--- src/rtl/hci_periph_rr_arbiter_if.sv ---
// hwpe-ctrl style peripheral bundle, N lanes wide (N=1 for a single target port).
// rdata/r_id are per lane so the initiator side can carry a broadcast copy.
interface hci_periph_rr_arbiter_if #(
    parameter int unsigned N    = 1,
    parameter int unsigned ID_W = 4
);
    logic [N-1:0]      req;
    logic [N-1:0]      gnt;
    logic [N*32-1:0]   add;
    logic [N-1:0]      wen;
    logic [N*4-1:0]    be;
    logic [N*32-1:0]   data;
    logic [N*ID_W-1:0] id;
    logic [N*32-1:0]   r_data;
    logic [N-1:0]      r_valid;
    logic [N*ID_W-1:0] r_id;

    modport master (
        output req, add, wen, be, data, id,
        input  gnt, r_data, r_valid, r_id
    );

    modport slave (
        input  req, add, wen, be, data, id,
        output gnt, r_data, r_valid, r_id
    );
endinterface

--- src/rtl/hci_periph_rr_arbiter.sv ---
// Round-robin arbiter sharing one peripheral target among N_MST initiators;
// responses are routed back in order through a FIFO of granted indices.
module hci_periph_rr_arbiter #(
    parameter int unsigned N_MST     = 4,
    parameter int unsigned ID_W      = 4,
    parameter int unsigned MAX_OUTST = 2
) (
    input  logic                   clk_i,
    input  logic                   rst_ni,
    hci_periph_rr_arbiter_if.slave  mst,
    hci_periph_rr_arbiter_if.master slv,
    output logic                   err_o
);
    localparam int unsigned IDX_W = $clog2(N_MST);
    localparam int unsigned PTR_W = (MAX_OUTST > 1) ? $clog2(MAX_OUTST) : 1;
    localparam int unsigned CNT_W = $clog2(MAX_OUTST + 1);

    typedef logic [IDX_W-1:0] idx_t;
    typedef enum logic {IDLE, LOCKED} state_e;

    state_e           state_q, state_d;
    idx_t             lock_q, lock_d;
    idx_t             rr_ptr_q, rr_ptr_d;
    idx_t             rr_sel, sel;
    logic             found, sel_valid, handshake;
    int unsigned      cand;

    idx_t             fifo_mem [MAX_OUTST];
    logic [PTR_W-1:0] wr_ptr_q, rd_ptr_q;
    logic [CNT_W-1:0] cnt_q;
    logic             fifo_full, fifo_empty, push, pop;
    logic             err_q;

    assign fifo_full  = (cnt_q == CNT_W'(MAX_OUTST));
    assign fifo_empty = (cnt_q == '0);

    // First requester at or after rr_ptr, wrapping past the last initiator.
    // NOTE: every variable written here gets a default first so no latch is inferred.
    always_comb begin
        found  = 1'b0;
        rr_sel = rr_ptr_q;
        cand   = 0;
        for (int unsigned k = 0; k < N_MST; k++) begin
            cand = 32'(rr_ptr_q) + k;
            if (cand >= N_MST) cand -= N_MST;
            if (!found && mst.req[cand]) begin
                found  = 1'b1;
                rr_sel = idx_t'(cand);
            end
        end
    end

    always_comb begin
        state_d   = state_q;
        lock_d    = lock_q;
        rr_ptr_d  = rr_ptr_q;
        sel       = rr_sel;
        sel_valid = 1'b0;
        unique case (state_q)
            LOCKED: begin
                sel       = lock_q;
                sel_valid = 1'b1;
            end
            default: sel_valid = found && !fifo_full;
        endcase
        handshake = sel_valid & slv.gnt[0];
        if (handshake) begin
            state_d  = IDLE;
            rr_ptr_d = (sel == idx_t'(N_MST - 1)) ? '0 : sel + 1'b1;
        end else if (sel_valid) begin
            state_d = LOCKED;
            lock_d  = sel;
        end
    end

    assign push = handshake;
    assign pop  = slv.r_valid[0] & ~fifo_empty;

    // Target side: idle bus reads as an inactive read with everything else zero.
    always_comb begin
        slv.req  = sel_valid;
        slv.add  = sel_valid ? mst.add[sel*32 +: 32]         : '0;
        slv.wen  = sel_valid ? mst.wen[sel]                  : 1'b1;
        slv.be   = sel_valid ? mst.be[sel*4 +: 4]            : '0;
        slv.data = sel_valid ? mst.data[sel*32 +: 32]        : '0;
        slv.id   = sel_valid ? mst.id[sel*ID_W +: ID_W]      : '0;
        mst.gnt     = '0;
        mst.r_valid = '0;
        if (handshake) mst.gnt[sel] = 1'b1;
        if (pop)       mst.r_valid[fifo_mem[rd_ptr_q]] = 1'b1;
    end

    assign mst.r_data = {N_MST{slv.r_data}};
    assign mst.r_id   = {N_MST{slv.r_id}};
    assign err_o      = err_q;

    // NOTE: state registers use non-blocking assignments so every flop samples pre-edge values.
    always_ff @(posedge clk_i or negedge rst_ni) begin
        if (!rst_ni) begin
            state_q  <= IDLE;
            lock_q   <= '0;
            rr_ptr_q <= '0;
            wr_ptr_q <= '0;
            rd_ptr_q <= '0;
            cnt_q    <= '0;
            err_q    <= 1'b0;
        end else begin
            state_q  <= state_d;
            lock_q   <= lock_d;
            rr_ptr_q <= rr_ptr_d;
            if (push) wr_ptr_q <= (wr_ptr_q == PTR_W'(MAX_OUTST - 1)) ? '0 : wr_ptr_q + 1'b1;
            if (pop)  rd_ptr_q <= (rd_ptr_q == PTR_W'(MAX_OUTST - 1)) ? '0 : rd_ptr_q + 1'b1;
            if (push && !pop)      cnt_q <= cnt_q + 1'b1;
            else if (pop && !push) cnt_q <= cnt_q - 1'b1;
            if (slv.r_valid[0] && fifo_empty) err_q <= 1'b1;
        end
    end

    // NOTE: FIFO storage is not reset; the occupancy count guards every read of it.
    always_ff @(posedge clk_i) begin
        if (push) fifo_mem[wr_ptr_q] <= sel;
    end
endmodule

--- src/flat_wrapper.sv ---
// flat-port wrapper written by rule: the top's interface ports become plain ports
module hci_periph_rr_arbiter_flat 
#(
    parameter int unsigned N_MST     = 4,
    parameter int unsigned ID_W      = 4,
    parameter int unsigned MAX_OUTST = 2
)
  (clk_i, rst_ni, err_o, mst_req, mst_add, mst_wen, mst_be, mst_data, mst_id, mst_gnt, mst_r_data, mst_r_valid, mst_r_id, slv_req, slv_add, slv_wen, slv_be, slv_data, slv_id, slv_gnt, slv_r_data, slv_r_valid, slv_r_id);
  hci_periph_rr_arbiter_if #(.N((4)), .ID_W(ID_W)) mst_i ();
  hci_periph_rr_arbiter_if #(.N(1), .ID_W(ID_W)) slv_i ();
  input  logic clk_i;
  input  logic rst_ni;
  output logic err_o;
  input wire logic [$bits(mst_i.req)-1:0] mst_req;
  input wire logic [$bits(mst_i.add)-1:0] mst_add;
  input wire logic [$bits(mst_i.wen)-1:0] mst_wen;
  input wire logic [$bits(mst_i.be)-1:0] mst_be;
  input wire logic [$bits(mst_i.data)-1:0] mst_data;
  input wire logic [$bits(mst_i.id)-1:0] mst_id;
  output wire logic [$bits(mst_i.gnt)-1:0] mst_gnt;
  output wire logic [$bits(mst_i.r_data)-1:0] mst_r_data;
  output wire logic [$bits(mst_i.r_valid)-1:0] mst_r_valid;
  output wire logic [$bits(mst_i.r_id)-1:0] mst_r_id;
  output wire logic [$bits(slv_i.req)-1:0] slv_req;
  output wire logic [$bits(slv_i.add)-1:0] slv_add;
  output wire logic [$bits(slv_i.wen)-1:0] slv_wen;
  output wire logic [$bits(slv_i.be)-1:0] slv_be;
  output wire logic [$bits(slv_i.data)-1:0] slv_data;
  output wire logic [$bits(slv_i.id)-1:0] slv_id;
  input wire logic [$bits(slv_i.gnt)-1:0] slv_gnt;
  input wire logic [$bits(slv_i.r_data)-1:0] slv_r_data;
  input wire logic [$bits(slv_i.r_valid)-1:0] slv_r_valid;
  input wire logic [$bits(slv_i.r_id)-1:0] slv_r_id;
  assign mst_i.req = mst_req;
  assign mst_i.add = mst_add;
  assign mst_i.wen = mst_wen;
  assign mst_i.be = mst_be;
  assign mst_i.data = mst_data;
  assign mst_i.id = mst_id;
  assign mst_gnt = mst_i.gnt;
  assign mst_r_data = mst_i.r_data;
  assign mst_r_valid = mst_i.r_valid;
  assign mst_r_id = mst_i.r_id;
  assign slv_req = slv_i.req;
  assign slv_add = slv_i.add;
  assign slv_wen = slv_i.wen;
  assign slv_be = slv_i.be;
  assign slv_data = slv_i.data;
  assign slv_id = slv_i.id;
  assign slv_i.gnt = slv_gnt;
  assign slv_i.r_data = slv_r_data;
  assign slv_i.r_valid = slv_r_valid;
  assign slv_i.r_id = slv_r_id;
  hci_periph_rr_arbiter #(.N_MST(N_MST), .ID_W(ID_W), .MAX_OUTST(MAX_OUTST)) u_core (.clk_i(clk_i), .rst_ni(rst_ni), .mst(mst_i), .slv(slv_i), .err_o(err_o));
endmodule
--- config.mk ---
export PLATFORM = sky130hd
export DESIGN_NAME = hci_periph_rr_arbiter_flat
export DESIGN_NICKNAME = d
export VERILOG_FILES = /design/src/rtl/hci_periph_rr_arbiter_if.sv /design/src/rtl/hci_periph_rr_arbiter.sv /design/src/flat_wrapper.sv
export SDC_FILE = /design/constraint.sdc
export NUM_CORES = 1
export LEC_CHECK = 0
export ABC_AREA = 1
export CAP_MARGIN = 20
export CORE_AREA = 5 5 216 218
export DETAILED_ROUTE_END_ITERATION = 8
export DIE_AREA = 0 0 221 223
export DONT_BUFFER_PORTS = 1
export GPL_TIMING_DRIVEN = 0
export SLEW_MARGIN = 20
export SYNTH_ARGS = -nofsm -noshare
export SYNTH_HDL_FRONTEND = slang
export SYNTH_SLANG_ARGS = --single-unit
--- constraint.sdc ---
create_clock -name clk_i -period 4.6 [get_ports clk_i]
set_clock_uncertainty 0.2 [all_clocks]
set_input_delay 0.69 -clock clk_i [delete_from_list [all_inputs] [get_ports clk_i]]
set_output_delay 0.69 -clock clk_i [all_outputs]
set_load 0.05 [all_outputs]
=== Word level (Yosys, flattened, before mapping) ===
Memory sizes are Yosys's and may differ from the RTL's.
Index checks and enable logic that the tools add are counted.
W data, S select, Z words.

* Bits in registers: 10
* RAM bits: 4
* Input bits: 336
* Output and inout bits: 227
* Word-level logic and storage cells: 105
* Memories: 1

{| class="wikitable"
|+ Memories
! memory !! words !! bits a word !! read ports !! clocked after Yosys merged registers in !! wr ports !! RTL line !! text
|-
| u_core.fifo_mem || 2 || 2 || 1 || 0 || 1 || hci_periph_rr_arbiter.sv:28 || <nowiki>idx_t fifo_mem [MAX_OUTST];</nowiki>
|}

* Add/sub/neg operators: 12
* Order comparisons: 12
* Eq/ne operators: 2
* Shifts and indexed selects: 4
* Muxes and demuxes: 44
* Bitwise logic cells: 4
* Reduce and logical (&&, ||, !) cells: 19

{| class="wikitable"
|+ Operator list
! kind !! count
|-
| $shiftx A128 B8 Y32 || 2
|-
| $mux W32 || 6
|-
| $lt A32 B3 Y1 const B || 4
|-
| $ge A32 B3 Y1 const B || 3
|-
| $sub A32 B3 Y32 const B || 3
|-
| $shiftx A16 B5 Y4 || 2
|-
| $mux W1 || 19
|-
| $mux W2 || 8
|-
| $mux W4 || 4
|-
| $bmux W1 S2 || 5
|-
| $logic_and A1 B1 Y1 || 9
|-
| $add A2 B2 Y3 const B || 2
|-
| $logic_not A1 Y1 || 6
|-
| $lt A2 B3 Y1 const B || 2
|-
| $add A2 B1 Y2 const B || 2
|-
| $demux W1 S2 || 2
|-
| $eq A2 B2 Y1 const B || 2
|-
| $ge A2 B1 Y1 const B || 2
|-
| $reduce_bool A2 Y1 || 2
|-
| $sub A2 B3 Y4 const B || 1
|-
| $add A2 B1 Y3 const B || 1
|-
| $ge A2 B3 Y1 const B || 1
|-
| $add A1 B1 Y1 const B || 2
|-
| $and A1 B1 Y1 || 2
|-
| other kinds (4) || 5
|}

=== Depth between registers and ports, before layout ===
Gate-level depths: netlist (run 1).

* Depth after elaboration: 21
* Gate-level depth with buffers: 18
* Gate-level depth less buffers: 16

=== Worst setup path before layout (run 1) ===
OpenSTA, ideal clock, no wires.

* Kind: input-to-output
* Start point: in mst_req[1]
* End point: out mst_gnt[0]
* Arrival time: 3.092 ns
* Data required time: 3.710 ns
* Slack: 0.618 ns
* Stages on the path: 12
* Path buffers: 0
* Cells stage by stage: inv_1 > nand2_1 > nand3_1 > nand2_1 > nor2_8 > nand2_1 > o22ai_1 > nand2_1 > inv_2 > nor2_2 > inv_1 > nor3_1

* Elaborated cells between the ends (all ways): 32
* Those cells by class: 2 x order compare; 21 x mux; 1 x bitwise; 8 x reduce/logical

{| class="wikitable"
|+ RTL lines
! element !! RTL line !! text
|-
| from (decl) || flat_wrapper.sv:14 || <nowiki>input wire logic [$bits(mst_i.req)-1:0] mst_req;</nowiki>
|-
| $bmux W1 S2 || hci_periph_rr_arbiter.sv:46 || <nowiki>if (!found && mst.req[cand]) begin</nowiki>
|-
| $mux W1 (implied by the code) || hci_periph_rr_arbiter.sv:46 ||
|-
| $mux W1 || hci_periph_rr_arbiter.sv:46 ||
|-
| $logic_not A1 Y1 || hci_periph_rr_arbiter.sv:46 ||
|-
| $logic_and A1 B1 Y1 || hci_periph_rr_arbiter.sv:46 ||
|-
| $mux W1 || hci_periph_rr_arbiter.sv:46 ||
|-
| $logic_not A1 Y1 || hci_periph_rr_arbiter.sv:46 ||
|-
| $logic_and A1 B1 Y1 || hci_periph_rr_arbiter.sv:46 ||
|-
| (+2 left out) || - ||
|-
| $logic_and A1 B1 Y1 || hci_periph_rr_arbiter.sv:46 ||
|-
| $mux W1 (*) || hci_periph_rr_arbiter.sv:46 ||
|-
| $logic_and A1 B1 Y1 (*) || hci_periph_rr_arbiter.sv:64 || <nowiki>default: sel_valid = found && !fifo_full;</nowiki>
|-
| $mux W1 (*) || hci_periph_rr_arbiter.sv:59 || <nowiki>unique case (state_q)</nowiki>
|-
| net slv_req || flat_wrapper.sv:24 || <nowiki>output wire logic [$bits(slv_i.req)-1:0] slv_req;</nowiki>
|-
| $and A1 B1 Y1 (*) || hci_periph_rr_arbiter.sv:66 || <nowiki>handshake = sel_valid & slv.gnt[0];</nowiki>
|-
| net u_core.handshake || hci_periph_rr_arbiter.sv:25 || <nowiki>logic found, sel_valid, handshake;</nowiki>
|-
| $mux W4 (*) || hci_periph_rr_arbiter.sv:89 || <nowiki>if (handshake) mst.gnt[sel] = 1'b1;</nowiki>
|-
| to (decl) || flat_wrapper.sv:20 || <nowiki>output wire logic [$bits(mst_i.gnt)-1:0] mst_gnt;</nowiki>
|}

Mark *: on every way through the listed nets, which the timed path passes. The rest lies on a longest branch. The select of a mux whose other input is x is not followed.

=== Final worst setup path (run 1) ===
* Start point: reg u_core.state_q
* End point: out slv_data[19]

* Word-level cells in the longest chain between the ends: 3
* Elaborated cells between the ends (all ways): 4
* Those cells by class: 1 x shift; 3 x mux

{| class="wikitable"
|+ RTL lines
! element !! RTL line !! text
|-
| from (decl) || hci_periph_rr_arbiter.sv:21 || <nowiki>state_e state_q, state_d;</nowiki>
|-
| from (signal assigned) || hci_periph_rr_arbiter.sv:108 || <nowiki>state_q <= state_d;</nowiki>
|-
| $mux W2 || hci_periph_rr_arbiter.sv:59 ||
|-
| $shiftx A128 B8 Y32 || hci_periph_rr_arbiter.sv:85 || <nowiki>slv.data = sel_valid ? mst.data[sel*32 +: 32] : '0;</nowiki>
|-
| $mux W32 (*) || hci_periph_rr_arbiter.sv:85 ||
|-
| to (decl) || flat_wrapper.sv:28 || <nowiki>output wire logic [$bits(slv_i.data)-1:0] slv_data;</nowiki>
|}

Mark *: on every way between the ends. The rest lies on a longest branch, timed or not.

==> results.md, run 1 <==
* Critical Path Start Type: register
* Final period util at about 94%
* Dominant cell by count in the synthesized netlist: nand2_1
* Area overhead of the layout relative to synthesis at 22.06%
* RSZ-0062 raised after global routing: no
* Synthesis Warnings at 0
* Via total after detailed routing at approximately 6600
* FF+latch count, synth at 14
* Remaining antenna violation count after routing at 0
* Die footprint at 49280 sq um
* H-Tree Level Count at 1
* Setup Fix Bufs, Post-CTS at 0
* Library cell contributing the largest single delay on the critical path: a21oi_1
* Worst reg2reg setup slack at about 1.3 ns
* Wire length per cell at 20.73 um
* Count of max-cap constraint violations at 0
* Outcome: finished, final reports clean
* Arrival time of data at the critical path endpoint at 3.44 ns
* Final non-filler cell total at 1620
* Minimum period implied by the final worst setup slack at around 4.3 ns
* Depth of the worst register-to-register path at 15
* Cell mode on critical path: nand2_1
* Endpoint of the worst setup timing path: slv_data[19]
* Nets in the synthesized netlist at 1348
* Root buffer cell: clkbuf_16
* End of the worst register-to-register path: u_core.cnt_q[1]
* Grt total ovfl at 0
* Synth top area cells: nand2_1 35%, buf_4 21%, nand3_1 14%
* Post-Synthesis Cell Area at 5321 sq um
* Setup violators final at 0
* Routability Congestion at 0.9745
* Crit-path max FO at 10
* Count of TritonRoute iterations in the first routing pass at 5
* Maximum clock insertion buffer count at 2
* Worst relative slew slack at 27.35%
* Delay contributed by the slowest stage of the critical path at 0.81 ns
* Insertion delay to the later sink of the worst-skew pair at approximately 0.24 ns
* Initial drt markers at 461
* Class of the tightest hold or removal check: register to register
* Post-Syn Area per Cell at 5.269 sq um
* Initial core utilization at 11.91%
* Vias/cell at 4.067
* Critical path data required time at 3.71 ns
* FMAX at 0.2308 GHz
* Final Hold Slack at 0.2849 ns
* Detail Placement HPWL at between 20 and 30 mm
* Worst-margin pin slew at 1.093 ns
* Reg2reg start: u_core.rr_ptr_q[0]
* Clock slew at the register clock pins of the worst setup and hold paths at 0.05 ns
* Worst setup path startpoint: u_core.state_q
* Number of flops mapped to enable cells by yosys at 4
* Number of buffers added by the clock tree synthesis step at 3
* Fraction of synthesis flops using an asynchronous set or reset pin at 71.43%
* Ordered list of cells on the worst path: nand2_1, clkbuf_2, clkbuf_1, clkbuf_1, nand3_1, nand2_1, nand2_1, a21oi_1
* Initial antenna violation count at 6
* Global-route usage over all layers at 12.33%
* Most frequent cells after synthesis: 492 x nand2_1, 153 x nand3_1, 150 x buf_4
* Count of final max-slew check failures at 0
* Most used flip-flop cell after synthesis: dfrtp_1
* DRC violations left at 0
* Placeable core region at between 40000 and 50000 sq um
* Top-Level Pins at 563
* Clock tree from TritonCTS: done
* Count of buffers from port buffering at 0
* Number of distinct library cell variants in the gate-level netlist after synthesis at 31
* First-pass GRT wire length at 45.64 mm
* Post-layout net count at 1355
* Die X at 221 um
* TritonCTS sink count at 14
* Number of endpoints with negative hold slack in the final report at 0
* Post-synth top area share at a little over a third
* Critical path class: register to output port
* Standard-cell row count at 78
* Maximum number of pins on one net before global-route repair at 12
* Via count of the first global-routing pass at 6443
* WL final at 33.58 mm
* Chip height at about 220 um
* Hold depth at 2
* Cells after Synth at 1010
* Biggest area consumer among synthesized cells: nand2_1
* Share of synthesized area occupied by flip-flops and latches at 6.960%
* CP Capture Type: output port
* Cell count after placement at 1611
* Layout cell share with drive strength beyond 1 at 27.85%
## flip-flops by register name, indices dropped and copies added (netlist names)
name	flops
u_core.lock_q	2
u_core.wr_ptr_q	1
u_core.rd_ptr_q	1
u_core.state_q	1
u_core.err_o	1
u_core.rr_ptr_q	2
u_core.cnt_q	2
u_core.fifo_mem	4
## layer usage
metal  global-route usage (%)  part of all wire [%]
met1                    15.56                    41
met2                    21.06                    48
met3                    2.618                   7.3
met4                    3.942                   3.7
met5                        0                  0.10
## layout by cell type, fill, tap and decap left out, drive strengths merged
cell         instances
mux2i                1
nand3              157
clkinv               1
a21oi               73
diode                4
o21ai                6
dfrtp               10
xnor2                1
clkbuf              20
or2                  1
nor3                 4
nor2                10
a31o                 1
nand2              497
edfxtp               4
o22ai                2
ha                   2
nand4                2
inv                 21
xor2                 2
buf                200
dlygate4sd3          1
## per-stage QoR
stage,instance area [sq um],TNS [ns],setup WS [ns],util [%]
after floorplan,5321,0,0.6183,-
after global placement,6072,-9.061,-0.5568,13.58
after detailed placement,6123,-0.1112,-0.04583,13.70
after CTS,6327,-1.988,-0.2684,14.16
after global routing,6492,0,0.002961,14.53
final,6495,0,0.2672,14.53
## layout make-up
class                   instances  area (sq um)
flip-flops and latches         14         370.4
plain buffers                 216          1579
clock inverters                 1         3.754
fillers                      5298         38200
inverters                      21         78.83
multi-input cells             759          3610
repair buffers                  2         17.52
diodes                          4         10.01
clock buffers                   3         75.07
well taps                     600         750.7
## kinds of logic (layout without fill, tap and decap cells)
kind of cell	count (synthesis)	count (layout)	share of synthesized area [%]
simple gates	671	671	52.32
compound gates	82	82	8.465
buf+inv	237	243	31.11
mux	1	1	0.1881
fa+ha+maj	2	2	0.4702
other cells	0	4	0
xor+xnor	3	3	0.4939
flops	14	14	6.960
## timing repair
action,in CTS,in global routing
hold buffers,1,0
pin swaps,0,0
hold endpoints to repair,10,0
setup endpoints to repair,33,45
gates resized for setup,30,34
## how the worst min path moves through the flow
stage	from	endpoint	slack, ns
floorplan	rst_ni	u_core.cnt_q[0]	0.19
global placement	rst_ni	u_core.rd_ptr_q	0.19
detailed placement	rst_ni	u_core.rd_ptr_q	0.19
CTS	u_core.lock_q[0]	u_core.lock_q[0]	0.29
global route	u_core.lock_q[0]	u_core.lock_q[0]	0.30
finish	u_core.lock_q[0]	u_core.lock_q[0]	0.28
## worst max-delay path, delay by kind of cell, from the launching register on
kind                   cells  cell delay [ns]
AOI/OAI and AO/OA          1             0.81
buffers and inverters      3             1.61
DFF                        1             0.40
and+or+nand+nor            4             0.36
Power of run 1 is left out: the tool's default activity adds up to more than one toggle a clock period on the data nets, which glitch-free logic cannot reach.
==> inputs of run 2 (changes only) <==
==> constraint.sdc (replaced) <==
create_clock -name clk_i -period 4.6 [get_ports clk_i]
set_clock_uncertainty 0.2 [all_clocks]
set_input_delay 0.92 -clock clk_i [delete_from_list [all_inputs] [get_ports clk_i]]
set_output_delay 0.92 -clock clk_i [all_outputs]
set_load 0.05 [all_outputs]
==> run 2 against run 1 <==
Net effect:
- global-route usage barely moved
- die area did not move
- hold slack got worse by 0.11 ns
- cell count did not move
- first-iteration DRC count rose by 11%
- non-clock buffer count fell by 2
- register-to-register slack improved by 0.12 ns
- sequential cell count did not move
- critical endpoint is now slv_data[11]
- highest routed layer unchanged
==> results.md, run 2 (synthesized netlist as in run 1, its figures left out) <==
* Minimum period implied by the final worst setup slack at 4.370 ns
* Count of buffers from port buffering at 0
* CP Capture Type: output port
* Via total after detailed routing at 6579
* Initial antenna violation count at 5
* Setup violators final at 0
* Chip height at 223 um
* Vias/cell at 4.061
* Initial drt markers at ~510
* Via count of the first global-routing pass at 6511
* Standard-cell row count at 78
* Post-layout net count at between 1000 and 1500
* Global-route usage over all layers at 12.32%
* Critical Path Start Type: primary input
* Worst reg2reg setup slack at 1.43 ns
* Filler cell count at 5302
* Count of max-cap constraint violations at 0
* RSZ-0062 raised after global routing: no
* Most frequent standard cell in the layout excluding fill and tap cells: nand2_1
* Placed cell areas at 6123 sq um
* Maximum number of pins on one net before global-route repair at 20
* Root buffer cell: clkbuf_16
* Initial core utilization at 11.91%
* Reg2reg start: u_core.rr_ptr_q[0]
* Area overhead of the layout relative to synthesis at 22.50%
* Clock slew at the register clock pins of the worst setup and hold paths at around 0.05 ns
* Placeable core region at 44700 sq um
* Crit-path max FO at 10
* H-Tree Level Count at 1
* TritonCTS sink count at 14
* Depth of the worst register-to-register path at 15
* Wire length per cell at 20.54 um
* Count of final max-slew check failures at 0
* Max reg flops at 4
* Routability Congestion at ~1
* End of the worst register-to-register path: u_core.cnt_q[1]
* Die footprint at 49280 sq um
* WL final at between 30 and 40 mm
* Highest-count cells in the layout ignoring fill and taps: 491 x nand2_1, 153 x nand3_1, 151 x buf_4
* DRC violations left at 0
* Final non-filler cell total at 1620
* Insertion delay to the later sink of the worst-skew pair at 0.24 ns
* Maximum clock insertion buffer count at 2
* Arrival time of data at the critical path endpoint at 3.25 ns
* Setup Fix Bufs, Post-CTS at 0
* Final period util at 95.01%
* Clock tree from TritonCTS: done
* Critical path class: primary input to output port
* Layout cell share with drive strength beyond 1 at between 20% and 30%
* Cell count after placement at roughly 1600
* Grt total ovfl at 0
* Worst relative slew slack at 35.68%
* Post-Route Setup TNS at 0 ns
* Remaining antenna violation count after routing at 0
* Outcome: finished, final reports clean
* Die X at 221 um
* Number of buffers added by the clock tree synthesis step at 3
* First-pass GRT wire length at 45.82 mm
* Detail Placement HPWL at 28.62 mm
* Number of endpoints with negative hold slack in the final report at 0
* Class of the tightest hold or removal check: primary input to asynchronous set/reset pin
* Final Hold Slack at around 0.17 ns
* Worst-margin pin slew at 0.9613 ns
* Design Area, Final at 6519 sq um
* Largest register by flop count: u_core.fifo_mem
* Critical path data required time at 3.48 ns
* Top-Level Pins at 563
* FMAX at approximately 0.23 GHz
* Count of TritonRoute iterations in the first routing pass at 5
-- run 2: how the worst max path moves through the flow --
stage | startpoint | end | slack, ns | cells after the start
6_report | mst_req[2] | slv_data[11] | 0.23 | 14
3_5_place_dp | mst_req[1] | slv_id[1] | -0.51 | 11
3_3_place_gp | mst_req[1] | mst_gnt[1] | -1.02 | 12
5_1_grt | u_core.rr_ptr_q[0] | slv_data[11] | 0.004 | 16
4_1_cts | mst_req[2] | slv_add[17] | 0.009 | 15
2_1_floorplan | mst_req[1] | mst_gnt[0] | 0.16 | 12
-- run 2: final cells by class --
cell class / instances / area, sq um / area share [%]
Sequential cell: 14 / 370.4 / 5.681
Antenna cell: 6 / 15.01 / 0.2303
Inverter: 21 / 81.33 / 1.248
Buffer: 215 / 1582 / 24.26
Tap cell: 600 / 750.7 / 11.52
Clock buffer: 3 / 75.07 / 1.152
Multi-Input combinational cell: 759 / 3633 / 55.74
Timing Repair Buffer: 1 / 7.507 / 0.1152
Clock inverter: 1 / 3.754 / 0.05758
-- run 2: timing repair --
action / in CTS / in global routing
hold buffers: 0 / 0
gates resized for setup: 66 / 6
setup endpoints to repair: 63 / 6
cloned: 0 / 0
pin swaps: 0 / 0
-- run 2: critical path: stages --
cell	delay, ns
inv_1	0.03
nand2_1	0.04
nand3_1	0.07
nand2_1	0.13
nor2_8	0.17
nand2_1	0.06
nand2_1	0.06
nand2_1	0.05
nand2_1	0.08
nand3_2	0.09
nand2_2	0.20
clkbuf_1	0.48
nand2_1	0.26
a21oi_2	0.58
-- run 2: metrics by stage --
stage | setup WS [ns] | utilization [%]
floorplan | 0.1583 | -
global placement | -1.017 | 13.58
detailed placement | -0.5058 | 13.70
CTS | 0.008994 | 14.47
global route | 0.004348 | 14.57
finish | 0.2295 | 14.58
-- run 2: layer usage --
metal	track usage, %	share of wire [%]
met4	3.601	3.7
met3	2.803	8.1
met5	0	0.081
met2	21.15	48
met1	15.47	40
Power of run 2 is left out for the same reason.
